$ cat src/rtl/fft_input_framer.sv
// fft_input_framer: serial-to-parallel 8-sample framer with ping-pong banks feeding the FFT
module fft_input_framer #(
  parameter int DW = 8,
  parameter bit BITREV = 1'b0
) (
  input  logic          clk_1,
  input  logic          rst_n,
  input  logic          flush,
  input  logic [DW-1:0] s_data,
  input  logic          s_valid,
  output logic          s_ready,
  output logic [DW-1:0] out1,
  output logic [DW-1:0] out2,
  output logic [DW-1:0] out3,
  output logic [DW-1:0] out4,
  output logic [DW-1:0] out5,
  output logic [DW-1:0] out6,
  output logic [DW-1:0] out7,
  output logic [DW-1:0] out8,
  output logic          f_valid,
  input  logic          f_ready,
  output logic [7:0]    frame_cnt
);
  logic [DW-1:0] bank [2][8];
  logic [DW-1:0] rd [8];
  logic [1:0]    full;
  logic          wr_bank, rd_bank;
  logic [2:0]    wr_idx, slot;
  logic          accept, consume, done;
  // handshake decode; ready depends on state only so upstream never sees a loop through s_valid
  always_comb begin
    s_ready = !full[wr_bank];
    f_valid = full[rd_bank];
    accept  = s_valid && s_ready;
    consume = f_valid && f_ready;
    done    = accept && wr_idx == 3'd7;
    slot    = BITREV ? {wr_idx[0], wr_idx[1], wr_idx[2]} : wr_idx;
  end
  // bank pointers, full flags and delivered-frame counter; flush wins over accept and consume
  always_ff @(posedge clk_1 or negedge rst_n) begin
    if (!rst_n) begin
      full      <= '0;
      wr_bank   <= 1'b0;
      rd_bank   <= 1'b0;
      wr_idx    <= '0;
      frame_cnt <= '0;
    end else if (flush) begin
      full    <= '0;
      wr_bank <= 1'b0;
      rd_bank <= 1'b0;
      wr_idx  <= '0;
    end else begin
      full <= (full & ~(2'(consume) << rd_bank)) | (2'(done) << wr_bank);
      if (accept) wr_idx <= wr_idx + 3'd1;
      if (done) wr_bank <= !wr_bank;
      if (consume) begin
        rd_bank   <= !rd_bank;
        frame_cnt <= frame_cnt + 8'd1;
      end
    end
  end
  // sample storage; contents survive flush and are hidden by f_valid instead
  always_ff @(posedge clk_1 or negedge rst_n) begin
    if (!rst_n) begin
      for (int b = 0; b < 2; b++)
        for (int k = 0; k < 8; k++)
          bank[b][k] <= '0;
    end else if (!flush && accept) begin
      bank[wr_bank][slot] <= s_data;
    end
  end
  // parallel frame view, zeroed whenever no complete frame is presented
  always_comb begin
    for (int k = 0; k < 8; k++)
      rd[k] = f_valid ? bank[rd_bank][k] : '0;
  end
  assign out1 = rd[0];
  assign out2 = rd[1];
  assign out3 = rd[2];
  assign out4 = rd[3];
  assign out5 = rd[4];
  assign out6 = rd[5];
  assign out7 = rd[6];
  assign out8 = rd[7];
endmodule
$ cat config.mk
export PLATFORM = sky130hd
export DESIGN_NAME = fft_input_framer
export DESIGN_NICKNAME = d
export VERILOG_FILES = /design/src/rtl/fft_input_framer.sv
export SDC_FILE = /design/constraint.sdc
export NUM_CORES = 1
export LEC_CHECK = 0
export CAP_MARGIN = 15
export CORE_MARGIN = 2
export CORE_UTILIZATION = 35
export CTS_CLUSTER_DIAMETER = 120
export DETAILED_ROUTE_END_ITERATION = 8
export GPL_TIMING_DRIVEN = 0
export SYNTH_ARGS = -nofsm -noshare
export SYNTH_HDL_FRONTEND = slang
export SYNTH_SLANG_ARGS = --single-unit
$ cat constraint.sdc
create_clock -name clk_1 -period 2.3 [get_ports clk_1]
set_input_delay 0.46 -clock clk_1 [delete_from_list [all_inputs] [get_ports clk_1]]
set_output_delay 0.46 -clock clk_1 [all_outputs]
set_load 0.01 [all_outputs]
# Word level (Yosys, flattened, before mapping)
# Index checks and enable logic that the tools add are counted.
[classes] addsub=2 order_cmp=7 eq_ne=1 shift=2 muxes=27 n_bitwise=7 reduce_logical=14
[ops] op="$mux W64" count=4
[ops] op="$bwmux W128" count=1
[ops] op="$mux W8" count=9
[ops] op="$demux W64 S1" count=1
[ops] op="$demux W8 S3" count=1
[ops] op="$add A8 B1 Y8 const B" count=1
[ops] op="$mux W1" count=8
[ops] op="$logic_and A1 B1 Y1" count=6
[ops] op="$mux W3" count=2
[ops] op="$reduce_bool A2 Y1" count=3
[ops] op="$ge A2 B2 Y1 const B" count=2
[ops] op="$ge A4 B4 Y1 const B" count=1
[ops] op="$logic_not A1 Y1" count=4
[ops] op="$lt A1 B2 Y1 const B" count=2
[ops] op="$lt A4 B1 Y1 const B" count=1
[ops] op="$not A1 Y2" count=2
[ops] op="$not A3 Y4" count=1
[ops] op="$shl A1 B1 Y2" count=2
[ops] op="$add A3 B1 Y3 const B" count=1
[ops] op="$eq A3 B3 Y1 const B" count=1
[ops] op="$and A2 B2 Y2" count=1
[ops] op="$lt A2 B1 Y1 const B" count=1
[ops] op="$mux W2" count=1
[ops] op="$not A2 Y2" count=1
[ops] op="other kinds (3)" count=3
[totals] regBits=143 wordCells=81

# Depth between registers and ports, before layout
[logic_depth] depth_word=8 mapped_depth=5

# Worst setup path before layout
# OpenSTA, ideal clock, no wires.
[synth_timing] path_kind="register -> output" startpoint="register rd_bank" endpoint="output port out1[3]" arrival_time_ns=1.615 path_slack_ns=0.225 path_stages_with_launch=6 path_cell_list="dfrtp_1 > clkbuf_1 > mux2i_1 > clkbuf_1 > buf_1 > nor2_1"
[synth_between] elab_chain_cells=5 elab_cells_between_ends=7 cone_classes="mux (6); bitwise (1)"
[synth_rtl] item="start: declaration" line_no="27" text="logic wr_bank, rd_bank;"
[synth_rtl] item="start signal: assignment" line_no="57" text="rd_bank <= !rd_bank;"
[synth_rtl] item="$not A1 Y2 (not written as such)" line_no="75" text="rd[k] = f_valid ? bank[rd_bank][k] : '0;"
[synth_rtl] item="$mux W64 (3 in series)"
[synth_rtl] item="$mux W8 (*)" line_no="75"
[synth_rtl] item="end: declaration" line_no="12" text="output logic [DW-1:0] out1,"
# Every way passes the cells marked *; elsewhere a longest branch is shown, timed or not. The select of a mux whose other input is x is not followed.

# Worst setup path in the final report
[layout_timing] startpoint="register rd_bank" endpoint="output port out1[4]"
# Same word-level chain as after synthesis.

==> flow_summary.ini <==
[clock_tree]
cts_buffers = 17
cts_tree = built
cts_buffer_depth = 2
clock_latency_ns = 0.41
hold_buffers = 0
cts_max_level = 4
root_buffer = clkbuf_16
cts_num_sinks = 143
clk_pin_slew_ns = 0.06

[sta]
post-route-period-util_pct = 102
min_period_ns = 2.36
rsz0062_at_grt = yes
fin_ws_ns = -0.0563
fmax_ghz = 0.424
max-slew-margin-rel_pct = 46.1
hold_violations = 0
tightestPinTransition_ns = 0.804
finalClockSkew_ns = 0.00762
fin_setup_tns_ns = -0.182
setup_violations = 7
slew_viol_final = 0

[route]
drc = 0
firstDrtPassIters = 4
vias = 4422
drtIter0Drc = 230
drt_wl_total_mm = 16.9
vias_per_cell = 5.01
ant_nets = 0
wl_per_cell_microns = 19.1

[logic_synthesis]
synthFlopType = dfrtp_1
synth.distinct_cells = 36
syn_area_per_cell_sq_um = 13.0
async_flop_share_pct = 100
syn_nets = 523
syn-cell-area_sq_mm = 0.00661
syn_inst = 507
ys_top_cells_by_area = dfrtp_1, mux2_2, mux2i_1
synth.largest_area_cell = dfrtp_1
ys_seq_area_share_pct = 54.1
ys_warn_count = 0
synth_top_cells_by_count = dfrtp_1, mux2_2, nor2_1
ys_ff_latch = 143
synth.most_common_cell = dfrtp_1
synth_edf_count = 0
yosysTopAreaCellShare_pct = 54.1

[place]
dpl.hpwl_mm = 11.1
io_buffers = 85
placed_cell_area_sq_mm = 0.00778
pre_cts_ws_ns = -1.24
gp_congestion = 0.771
place_inst = 827

[cells_and_area]
final_cells = 883
drive_gt1_share_pct = 47.1
nets = 654
n_antenna_cell = 0
synthToLayoutAreaGrowth_pct = 31.6
fin_area_sq_mm = 0.00870

[power]
power_density_mw_per_mm2 = 660
peakVddDrop_mv = 0.498
p_leak_uw = 0.00400

[floorplan]
row_count = 50
ios = 87
coreArea_sq_mm = 0.0186
start_util_pct = 35.5
dieArea_sq_mm = 0.0200
dieWidth_microns = 141
die_height_microns = 141

[worst_setup_path]
critPathRequiredTime_ns = 1.84
critPathKind = reg -> out
worstPathArrival_ns = 1.90
end_kind = primary output
setup.worst_path.start_class = flip-flop
crit_fanout = 10

[worst_hold_path]
hp-class = in -> async

[grt]
antenna_found_initial = 0
grt_pass1_vias = 4675
overflow = 0
grt_max_degree = 84
grt.total_usage_pct = 17.6
grt_pass1_wl_mm = 26.3

[run]
maxCapViolCount = 0

[run_status]
violations = negative setup slack
run_status = finished with violations
-- metal layers --
layer	wire (microns)	global-route usage (%)
met1	7660	22.8
met2	8590	29.7
met3	402	3.17
met4	260	5.89
met5	0	0
-- repair_timing --
action / CTS / global route
pin swaps: 1 / 8
gates resized for setup: 305 / 63
gates cloned: 4 / 1
setup buffers: 17 / 12
endpoints found under the setup margin: 66 / 83
-- where the power goes --
part,internal [uW],switching [uW],total (uW)
logic,253,251,504
clock network,1470,989,2460
registers,2680,99.2,2780
-- area by class of cell --
cell class,count,area (sq um)
Fill cell,1691,9940
Sequential cell,143,3580
Multi-Input combinational cell,328,3100
Timing Repair Buffer,116,915
Clock buffer,23,448
Tap cell,234,293
Buffer,28,283
Clock inverter,7,66.3
Inverter,4,15.0
-- critical path: stages (launching register included) --
cell     delay, ns
dfrtp_2       0.45
buf_4         0.17
buf_12        0.15
buf_12        0.16
buf_4         0.14
mux2i_2       0.14
nor2_2        0.11
buf_2         0.15
-- through the flow --
step                hold slack [ns]  total power (uW)  utilization, %
global route                 0.0574              5980            46.7
CTS                          0.0478              5780            46.6
floorplan                     0.164              3070               -
global placement              0.462              3230            41.6
finish                       0.0187              5740            46.7
detailed placement            0.476              3260            41.7
-- flip-flops by register name, indices dropped and copies added (netlist names) --
| register | count |
|---|---|
| bank | 128 |
| full | 2 |
| slot | 3 |
| wr_bank | 1 |
| frame_cnt | 8 |
| rd_bank | 1 |
-- logic make-up (layout without fill, tap and decap cells) --
group	after synthesis	in the layout	synth area share, %
compound gates	13	13	1.06
xor+xnor	7	7	0.928
fa+ha+maj	3	3	0.568
buf+inv	36	178	2.27
flops	143	143	54.1
mux	195	195	32.0
simple gates	110	110	9.05
-- worst paths after layout --
path                                                from  slack (ns)  depth (start not counted)                  endpoint
worst min register to register  frame_cnt[7]$_DFFE_PN0P_        0.48                          1  frame_cnt[7]$_DFFE_PN0P_
worst max-delay path                 rd_bank$_DFFE_PN0P_       -0.06                          7                   out1[4]
worst min-delay path                               rst_n        0.02                          1      bank[24]$_DFFE_PN0P_
max in group asynchronous                          rst_n        1.48                          2      bank[64]$_DFFE_PN0P_
worst max register to register       wr_bank$_DFFE_PN0P_        0.11                          5     bank[102]$_DFFE_PN0P_
min in group clk_1                               s_valid        0.39                          3       slot[1]$_DFFE_PN0P_
-- placed cells by master (no fill, tap or decap), types with 13 or more instances in the layout --
| master | netlist | routed |
|---|---|---|
| buf_2 | 5 | 47 |
| buf_4 | 0 | 17 |
| buf_6 | 1 | 14 |
| clkbuf_1 | 20 | 17 |
| clkbuf_16 | 0 | 21 |
| clkbuf_2 | 1 | 15 |
| clkdlybuf4s50_1 | 0 | 18 |
| dfrtp_1 | 143 | 139 |
| mux2_2 | 129 | 129 |
| mux2i_1 | 65 | 53 |
| nor2_1 | 67 | 48 |
| nor2_2 | 0 | 13 |
Power figures use the tool's default switching activity.
